===== src/rtl/onehot_decoder_pipe.sv =====
// Pipelined binary-to-one-hot decoder with a single-entry output register and a scan mode
// that walks every output line. Define ONEHOT_ZERO_MASK_EN to decode index 0 as all-zero.
module onehot_decoder_pipe #(
  parameter int unsigned ADDR_W = 5,
  parameter int unsigned N_OUT  = 32
) (
  input  logic              clock,
  input  logic              reset,
  input  logic              in_valid,
  output logic              in_ready,
  input  logic [ADDR_W-1:0] in_addr,
  input  logic              scan_start,
  output logic              scan_busy,
  output logic              out_valid,
  input  logic              out_ready,
  output logic [N_OUT-1:0]  out,
  output logic              out_err
);

  typedef enum logic [0:0] {StIdle, StScan} state_e;

  localparam logic [ADDR_W-1:0] LastIdx = ADDR_W'(N_OUT - 1);
  // One extra bit so N_OUT == 2**ADDR_W is representable.
  localparam logic [ADDR_W:0]   NOutExt = (ADDR_W + 1)'(N_OUT);

`ifdef ONEHOT_ZERO_MASK_EN
  localparam logic [ADDR_W-1:0] FirstIdx = ADDR_W'(1);
  localparam bit                ZeroMask = 1'b1;
`else
  localparam logic [ADDR_W-1:0] FirstIdx = '0;
  localparam bit                ZeroMask = 1'b0;
`endif

  state_e            r_state;
  logic [ADDR_W-1:0] r_cnt;
  logic [N_OUT-1:0]  r_out;
  logic              r_err;
  logic              r_out_valid;

  state_e            w_state_d;
  logic [ADDR_W-1:0] w_cnt_d;
  logic [N_OUT-1:0]  w_out_d;
  logic              w_err_d;
  logic              w_valid_d;
  logic              w_in_ready;
  logic              w_scan_busy;
  logic              w_free;
  logic              w_in_range;

  function automatic logic [N_OUT-1:0] f_decode(input logic [ADDR_W-1:0] idx);
    logic [N_OUT-1:0] v;
    v = '0;
    for (int unsigned i = 0; i < N_OUT; i++) begin
      if (idx == ADDR_W'(i)) v[i] = 1'b1;
    end
    if (ZeroMask && (idx == '0)) v = '0;
    return v;
  endfunction

  // Register can take a new value when empty or being drained this cycle.
  assign w_free     = !r_out_valid || out_ready;
  assign w_in_range = {1'b0, in_addr} < NOutExt;

  always_comb begin
    w_state_d   = r_state;
    w_cnt_d     = r_cnt;
    w_out_d     = r_out;
    w_err_d     = r_err;
    w_valid_d   = r_out_valid;
    w_in_ready  = 1'b0;
    w_scan_busy = 1'b0;

    if (r_out_valid && out_ready) w_valid_d = 1'b0;

    unique case (r_state)
      StIdle: begin
        if (scan_start) begin
          // Scan wins over a same-cycle request; the request is not accepted.
          w_state_d = StScan;
          w_cnt_d   = FirstIdx;
        end else begin
          w_in_ready = w_free;
          if (in_valid && w_free) begin
            w_out_d   = w_in_range ? f_decode(in_addr) : '0;
            w_err_d   = !w_in_range;
            w_valid_d = 1'b1;
          end
        end
      end
      StScan: begin
        w_scan_busy = 1'b1;
        if (w_free) begin
          w_out_d   = f_decode(r_cnt);
          w_err_d   = 1'b0;
          w_valid_d = 1'b1;
          w_cnt_d   = r_cnt + ADDR_W'(1);
          if (r_cnt == LastIdx) w_state_d = StIdle;
        end
      end
      default: w_state_d = StIdle;
    endcase
  end

  always_ff @(posedge clock) begin
    if (reset) begin
      r_state     <= StIdle;
      r_cnt       <= '0;
      r_out       <= '0;
      r_err       <= 1'b0;
      r_out_valid <= 1'b0;
    end else begin
      r_state     <= w_state_d;
      r_cnt       <= w_cnt_d;
      r_out       <= w_out_d;
      r_err       <= w_err_d;
      r_out_valid <= w_valid_d;
    end
  end

  assign in_ready  = w_in_ready;
  assign scan_busy = w_scan_busy;
  assign out_valid = r_out_valid;
  assign out       = r_out;
  assign out_err   = r_err;

endmodule


===== config.mk =====
export PLATFORM = sky130hd
export DESIGN_NAME = onehot_decoder_pipe
export DESIGN_NICKNAME = d
export VERILOG_FILES = /design/src/rtl/onehot_decoder_pipe.sv
export SDC_FILE = /design/constraint.sdc
export NUM_CORES = 1
export LEC_CHECK = 0
export CAP_MARGIN = 20
export CORE_MARGIN = 8
export CORE_UTILIZATION = 48
export DETAILED_ROUTE_END_ITERATION = 7
export PLACE_DENSITY = 0.89
export SKIP_CTS_REPAIR_TIMING = 1
export SKIP_LAST_GASP = 1
export SLEW_MARGIN = 40
export SYNTH_ARGS = -nofsm -noshare
export SYNTH_HDL_FRONTEND = slang
export SYNTH_SLANG_ARGS = --single-unit

===== constraint.sdc =====
create_clock -name clock -period 1.9 [get_ports clock]
set_clock_uncertainty 0.1 [all_clocks]
set_input_delay 0.38 -clock clock [delete_from_list [all_inputs] [get_ports clock]]
set_output_delay 0.38 -clock clock [all_outputs]
set_load 0.02 [all_outputs]

==> qor.yml, run 1 <==
clocking:
  cts_tree: "built"
  htreeDepth: 2
  clock_latency_ns: 0.29
  cts_root_buffer: "clkbuf_8"
  cts_sinks: 39
  numCtsBuffers: 5
  clk_path_buf_depth: 2
  clkTransAtPathRegs_ns: 0.07
yosys:
  synth_nets: 216
  syn_inst: 203
  ys_warn_count: 0
  synth_area_um2: 1820
  syn_area_per_cell_um2: 8.96
  synth-seq-area-share: 0.429
  ys_ff_latch: 39
  ys_types: 40
worst_setup_path:
  critPathLaunchType: "flop"
  cp.arrival_ns: 1.29
  end_kind: "output port"
  cp_slowest_stage_delay_ns: 0.62
  crit_slowest_cell: "clkdlybuf4s50_1"
  regToRegSetupSlack_ns: 0.15
  cp_max_fo: 3
  worst-path-stages: 1
  crit_required_ns: 1.42
  r2r-end: "out[26]"
  cp-startpoint: "r_state"
  cp_cell_sequence: "clkdlybuf4s50_1"
  crit_type: "flop to output port"
  cp.buffers_inverters: 1
  r2r_cells: 6
  r2r_start: "r_state"
  crit_path_end: "scan_busy"
  cp_top_family: "buffers and inverters"
pwr:
  swShare: 0.270
  ir_drop_mv: 0.406
  switchingPower_uw: 445
  p_int_uw: 1200
  power_density_nw_per_um2: 679
  pwr-share-comb: 0.159
  pwr-share-clk: 0.329
  p_leak_uw: 0.000828
  seq_power_share: 0.512
cells_and_area:
  finish.net_count: 264
  drive_above_1_share: 0.107
  synthToLayoutAreaGrowth_pct: 33.4
  num_antenna_cells: 0
  finalInstanceArea_um2: 2430
  mostFrequentLayoutCells: "clkdlybuf4s50_1, dfxtp_1, nand3b_1"
  final_common_cell: "clkdlybuf4s50_1"
  post-route-util: 0.663
floorplan:
  die-height_um: 77.5
  initial_core_util: 0.497
  top_level_ports: 46
  dieArea_um2: 6010
  die_x_um: 77.5
  coreArea_um2: 3660
  rows: 22
timing:
  setup_ws_ns: 0.126
  fin_crit_ns: 1.77
  holdWs_ns: 0.353
  rsz0062_at_grt: "false"
  finalCritPeriodShare: 0.934
  slew_viol_final: 0
  max_freq_ghz: 0.564
  hold_viol_final: 0
  setup_viol: 0
run_status:
  status: "finished, final reports clean"
placed_design:
  dpl_worst_slack_ns: -0.274
  gp_congestion: 0.848
  dpl_cell_area_um2: 2340
  hpwl_um: 3280
  io_buffers: 44
global_route:
  antenna_found_initial: 0
  grt_pass1_vias: 1596
  grt_usage: 0.151
  grt_remaining_overflow: 0
  grt_pass1_wl_um: 7440
  grt_max_degree: 48
routing:
  routed_wl_um: 4480
  wl_per_cell_um: 14.9
  drc: 0
  route.vias.total: 1687
  dr.pass1.iters: 4
  avgViaCountPerCell: 5.62
  antenna_left: 0
  drt-initial-drc-count: 122
hold_path:
  min_path_cells: 2
  min_path_type: "flop to flop"
  hp-start: "out[29]"
run:
  maxCapViolCount: 0
## worst min path at each step
stage	to	slack, ns
finish	out[29]	0.35
CTS	out[29]	0.36
global route	out[29]	0.37
floorplan	out[28]	0.43
detailed placement	out[29]	0.35
global placement	out[25]	0.34
## sequential cells by signal, summed over array words and instances, names as in the netlist
signal     cells
out           32
r_cnt          5
out_valid      1
r_state        1
## synthesized netlist by cell type
| master | n | share of area |
|---|---|---|
| a211oi_1 | 2 | 0.0083 |
| a211oi_2 | 1 | 0.0069 |
| a21o_1 | 2 | 0.0083 |
| a21oi_1 | 10 | 0.028 |
| a21oi_4 | 1 | 0.0089 |
| a22oi_1 | 3 | 0.012 |
| a31o_2 | 1 | 0.0048 |
| a31oi_1 | 1 | 0.0034 |
| a32o_1 | 1 | 0.0055 |
| a32oi_1 | 3 | 0.014 |
| and2b_1 | 2 | 0.0083 |
| and3_1 | 1 | 0.0034 |
| buf_2 | 4 | 0.011 |
| buf_4 | 1 | 0.0041 |
| buf_6 | 3 | 0.019 |
| clkbuf_1 | 5 | 0.010 |
| conb_1 | 1 | 0.0021 |
| dfxtp_1 | 39 | 0.43 |
| ha_1 | 3 | 0.021 |
| inv_1 | 4 | 0.0083 |
| mux2i_1 | 1 | 0.0055 |
| nand2_1 | 9 | 0.019 |
| nand2_2 | 4 | 0.014 |
| nand2b_1 | 9 | 0.031 |
| nand3_1 | 5 | 0.014 |
| nand3b_1 | 27 | 0.11 |
| nor2_1 | 13 | 0.027 |
| nor2b_1 | 3 | 0.010 |
| nor3_1 | 7 | 0.019 |
| nor3b_1 | 1 | 0.0041 |
| nor4_4 | 1 | 0.012 |
| o21ai_0 | 3 | 0.0083 |
| o21ai_1 | 21 | 0.058 |
| o22ai_1 | 2 | 0.0069 |
| o31ai_1 | 1 | 0.0041 |
| o31ai_2 | 1 | 0.0069 |
| o32ai_1 | 2 | 0.0096 |
| o32ai_2 | 1 | 0.0089 |
| or2_1 | 3 | 0.010 |
| or2b_1 | 1 | 0.0041 |
## worst register-to-register path, delay by kind of cell (launching register included)
family	cells	cell delay, ns
buffers and inverters	3	0.67
AO/OA/AOI/OAI	2	0.43
flip-flops	1	0.38
AND/OR/NAND/NOR	1	0.09
## power by group through the flow
stage / Clock [uW] / Combinational (uW) / Sequential [uW]
after detailed placement: 0 / 261 / 862
final: 543 / 262 / 844
after floorplan: 0 / 148 / 877
after global placement: 0 / 257 / 862
after global routing: 587 / 283 / 846
after CTS: 556 / 262 / 844
## cells by family (layout without fill, tap and decap cells)
logic type	after synthesis	count (layout)	synth area share
AOI/OAI and AO/OA	56	56	0.203
adders and majority gates	3	3	0.0206
and+or+nand+nor	86	86	0.287
DFF	39	39	0.429
other	1	1	0.00206
buffers and inverters	17	66	0.0523
muxes	1	1	0.00551
## stage by stage
| stage | setup TNS, ns | instances | power, uW |
|---|---|---|---|
| detailed placement | -3.16 | 292 | 1120 |
| finish | 0 | 300 | 1650 |
| floorplan | 0 | 203 | 1020 |
| global route | 0 | 300 | 1720 |
| CTS | -0.285 | 300 | 1660 |
| global placement | -2.10 | 292 | 1120 |
## final cells by class
| type | instances | area (um^2) |
|---|---|---|
| clock inverter | 2 | 12.5 |
| timing repair buffer | 54 | 543 |
| sequential | 39 | 781 |
| fill | 317 | 1230 |
| clock buffer | 6 | 72.6 |
| inverter | 4 | 15.0 |
| tap | 48 | 60.1 |
| multi-input combinational | 147 | 942 |
## metal layers
metal	share of wire	vias up	GRT usage
li1	-	830	-
met1	0.42	800	0.174
met2	0.50	48	0.245
met3	0.055	9	0.0438
met4	0.023	0	0.0849
met5	0	-	0
Note: power is estimated with default switching activity, not from simulation.
==> inputs of run 2 (changes only) <==
CORE_UTILIZATION = 50   (was 48)
CTS_BUF_LIST = sky130_fd_sc_hd__clkbuf_8   (was unset)
PLACE_DENSITY = 0.92   (was 0.89)
==> qor.yml, run 2 (synthesis gave the netlist of run 1 again) <==
worst_setup_path:
  cp_max_fo: 2  # -1
  cp.arrival_ns: 1.29  # about the same
  critPathLaunchType: "input port"
  crit_type: "input port to output port"
  end_kind: "output port"
  crit_required_ns: 1.42  # about the same
hold_path:
  min_path_type: "flop to flop"
floorplan:
  dieArea_um2: 5820  # -3.2%
  rows: 22  # unchanged
  top_level_ports: 46  # unchanged
  coreArea_um2: 3580  # -2.3%
  die_x_um: 76.3  # -1.6%
  initial_core_util: 0.508  # +0.0115
  die-height_um: 76.3  # -1.6%
cells_and_area:
  post-route-util: 0.684  # +0.0216
  drive_above_1_share: 0.111  # +0.00353
  num_antenna_cells: 0  # unchanged
  finish.net_count: 265  # +0.38%
  synthToLayoutAreaGrowth_pct: 34.7
  final_cells: 301  # +0.33%
  finalInstanceArea_um2: 2450  # +0.93%
  fillCellCount: 308  # -2.8%
  final_common_cell: "clkdlybuf4s50_1"
  largest_reg_flops: 32  # unchanged
  mostFrequentLayoutCells: "clkdlybuf4s50_1, dfxtp_1, nand3b_1"
  multi_input_area_um2: 942  # unchanged
  ff_latch_area_um2: 781  # unchanged
global_route:
  grt_usage: 0.150  # -0.000412
  grt_pass1_vias: 1644  # +3.0%
  antenna_found_initial: 0  # unchanged
  grt_remaining_overflow: 0  # unchanged
  grt_pass1_wl_um: 7400  # -0.47%
  grt_max_degree: 48  # unchanged
routing:
  avgViaCountPerCell: 5.53  # -1.6%
  drt-initial-drc-count: 131  # +7.4%
  drc: 0  # unchanged
  dr.pass1.iters: 4  # unchanged
  route.vias.total: 1666  # -1.2%
  antenna_left: 0  # unchanged
  routed_wl_um: 4440  # -0.94%
  wl_per_cell_um: 14.7  # -1.3%
timing:
  slew_viol_final: 0  # unchanged
  max_freq_ghz: 0.564  # about the same
  final.setup.tns_ns: 0  # unchanged
  holdWs_ns: 0.352  # -0.000754 ns
  rsz0062_at_grt: "false"
  hold_viol_final: 0  # unchanged
  fin_crit_ns: 1.77  # -0.000809 ns
  finalCritPeriodShare: 0.933  # about the same
  setup_viol: 0  # unchanged
run_status:
  status: "finished, final reports clean"
placed_design:
  hpwl_um: 3210  # -2.2%
  io_buffers: 44  # unchanged
  placed_cells: 293  # +0.34%
  gp_congestion: 0.903  # +6.5%
  dpl_cell_area_um2: 2350  # +0.32%
clocking:
  cts_tree: "built"
  clk_path_buf_depth: 2  # unchanged
  htreeDepth: 2  # unchanged
  clkTransAtPathRegs_ns: 0.07  # about the same
  numCtsBuffers: 5  # unchanged
  clock_latency_ns: 0.29  # about the same
  cts_root_buffer: "clkbuf_8"
  cts_sinks: 39  # unchanged
pwr:
  p_leak_uw: 0.000847  # +2.2%
  power_density_nw_per_um2: 699  # +2.8%
  ir_drop_mv: 0.524  # +29%
run:
  maxCapViolCount: 0  # unchanged
==> run 2: changes by cell type in the layout (fill, tap and decap cells not counted), sizes merged <==
cell and delta:
clkbuf +1, clkinv -1, inv +1, buf +1, clkinvlp -1
==> run 2: metrics by stage <==
stage | power [uW] | setup WS, ns
after global routing | 1780 | 0.0699
after CTS | 1720 | -0.250
final | 1710 | 0.127
after global placement | 1120 | -0.235
after floorplan | 1020 | 0.224
after detailed placement | 1130 | -0.232
==> run 2: path summary, 6_finish.rpt <==
kind | depth (start not counted) | startpoint | slack (ns) | end
worst min-delay path | 2 | out[25] | 0.35 | out[25]
worst min register to register | 2 | out[25] | 0.35 | out[25]
worst max-delay path | 4 | out_ready | 0.13 | in_ready
worst max register to register | 5 | r_state | 0.26 | out[24]
==> run 2: critical path, cell delays in order <==
cell	delay, ns
clkdlybuf4s50_1	0.47
nor2b_1	0.06
nor3_1	0.14
dlymetal6s2s_1	0.25
==> run 2: report_power, final <==
group / internal, uW / switching, uW
logic: 117 / 149
clock network: 326 / 276
registers: 832 / 11.0
total: 1270 / 436
==> run 2: layout make-up <==
class	instances	share of cell area
timing repair buffer	55	0.225
inverter	4	0.00613
sequential	39	0.319
clock buffer	7	0.0393
tap	48	0.0245
clock inverter	1	0.00153
multi-input combinational	147	0.385
==> run 2: metal layers <==
metal  global-route usage  wire (um)  vias to the layer above
met2                0.248       2160                       49
li1                     -          -                      826
met4               0.0750         76                        0
met3               0.0554        265                        9
met5                    0          0                        -
met1                0.166       1930                      782
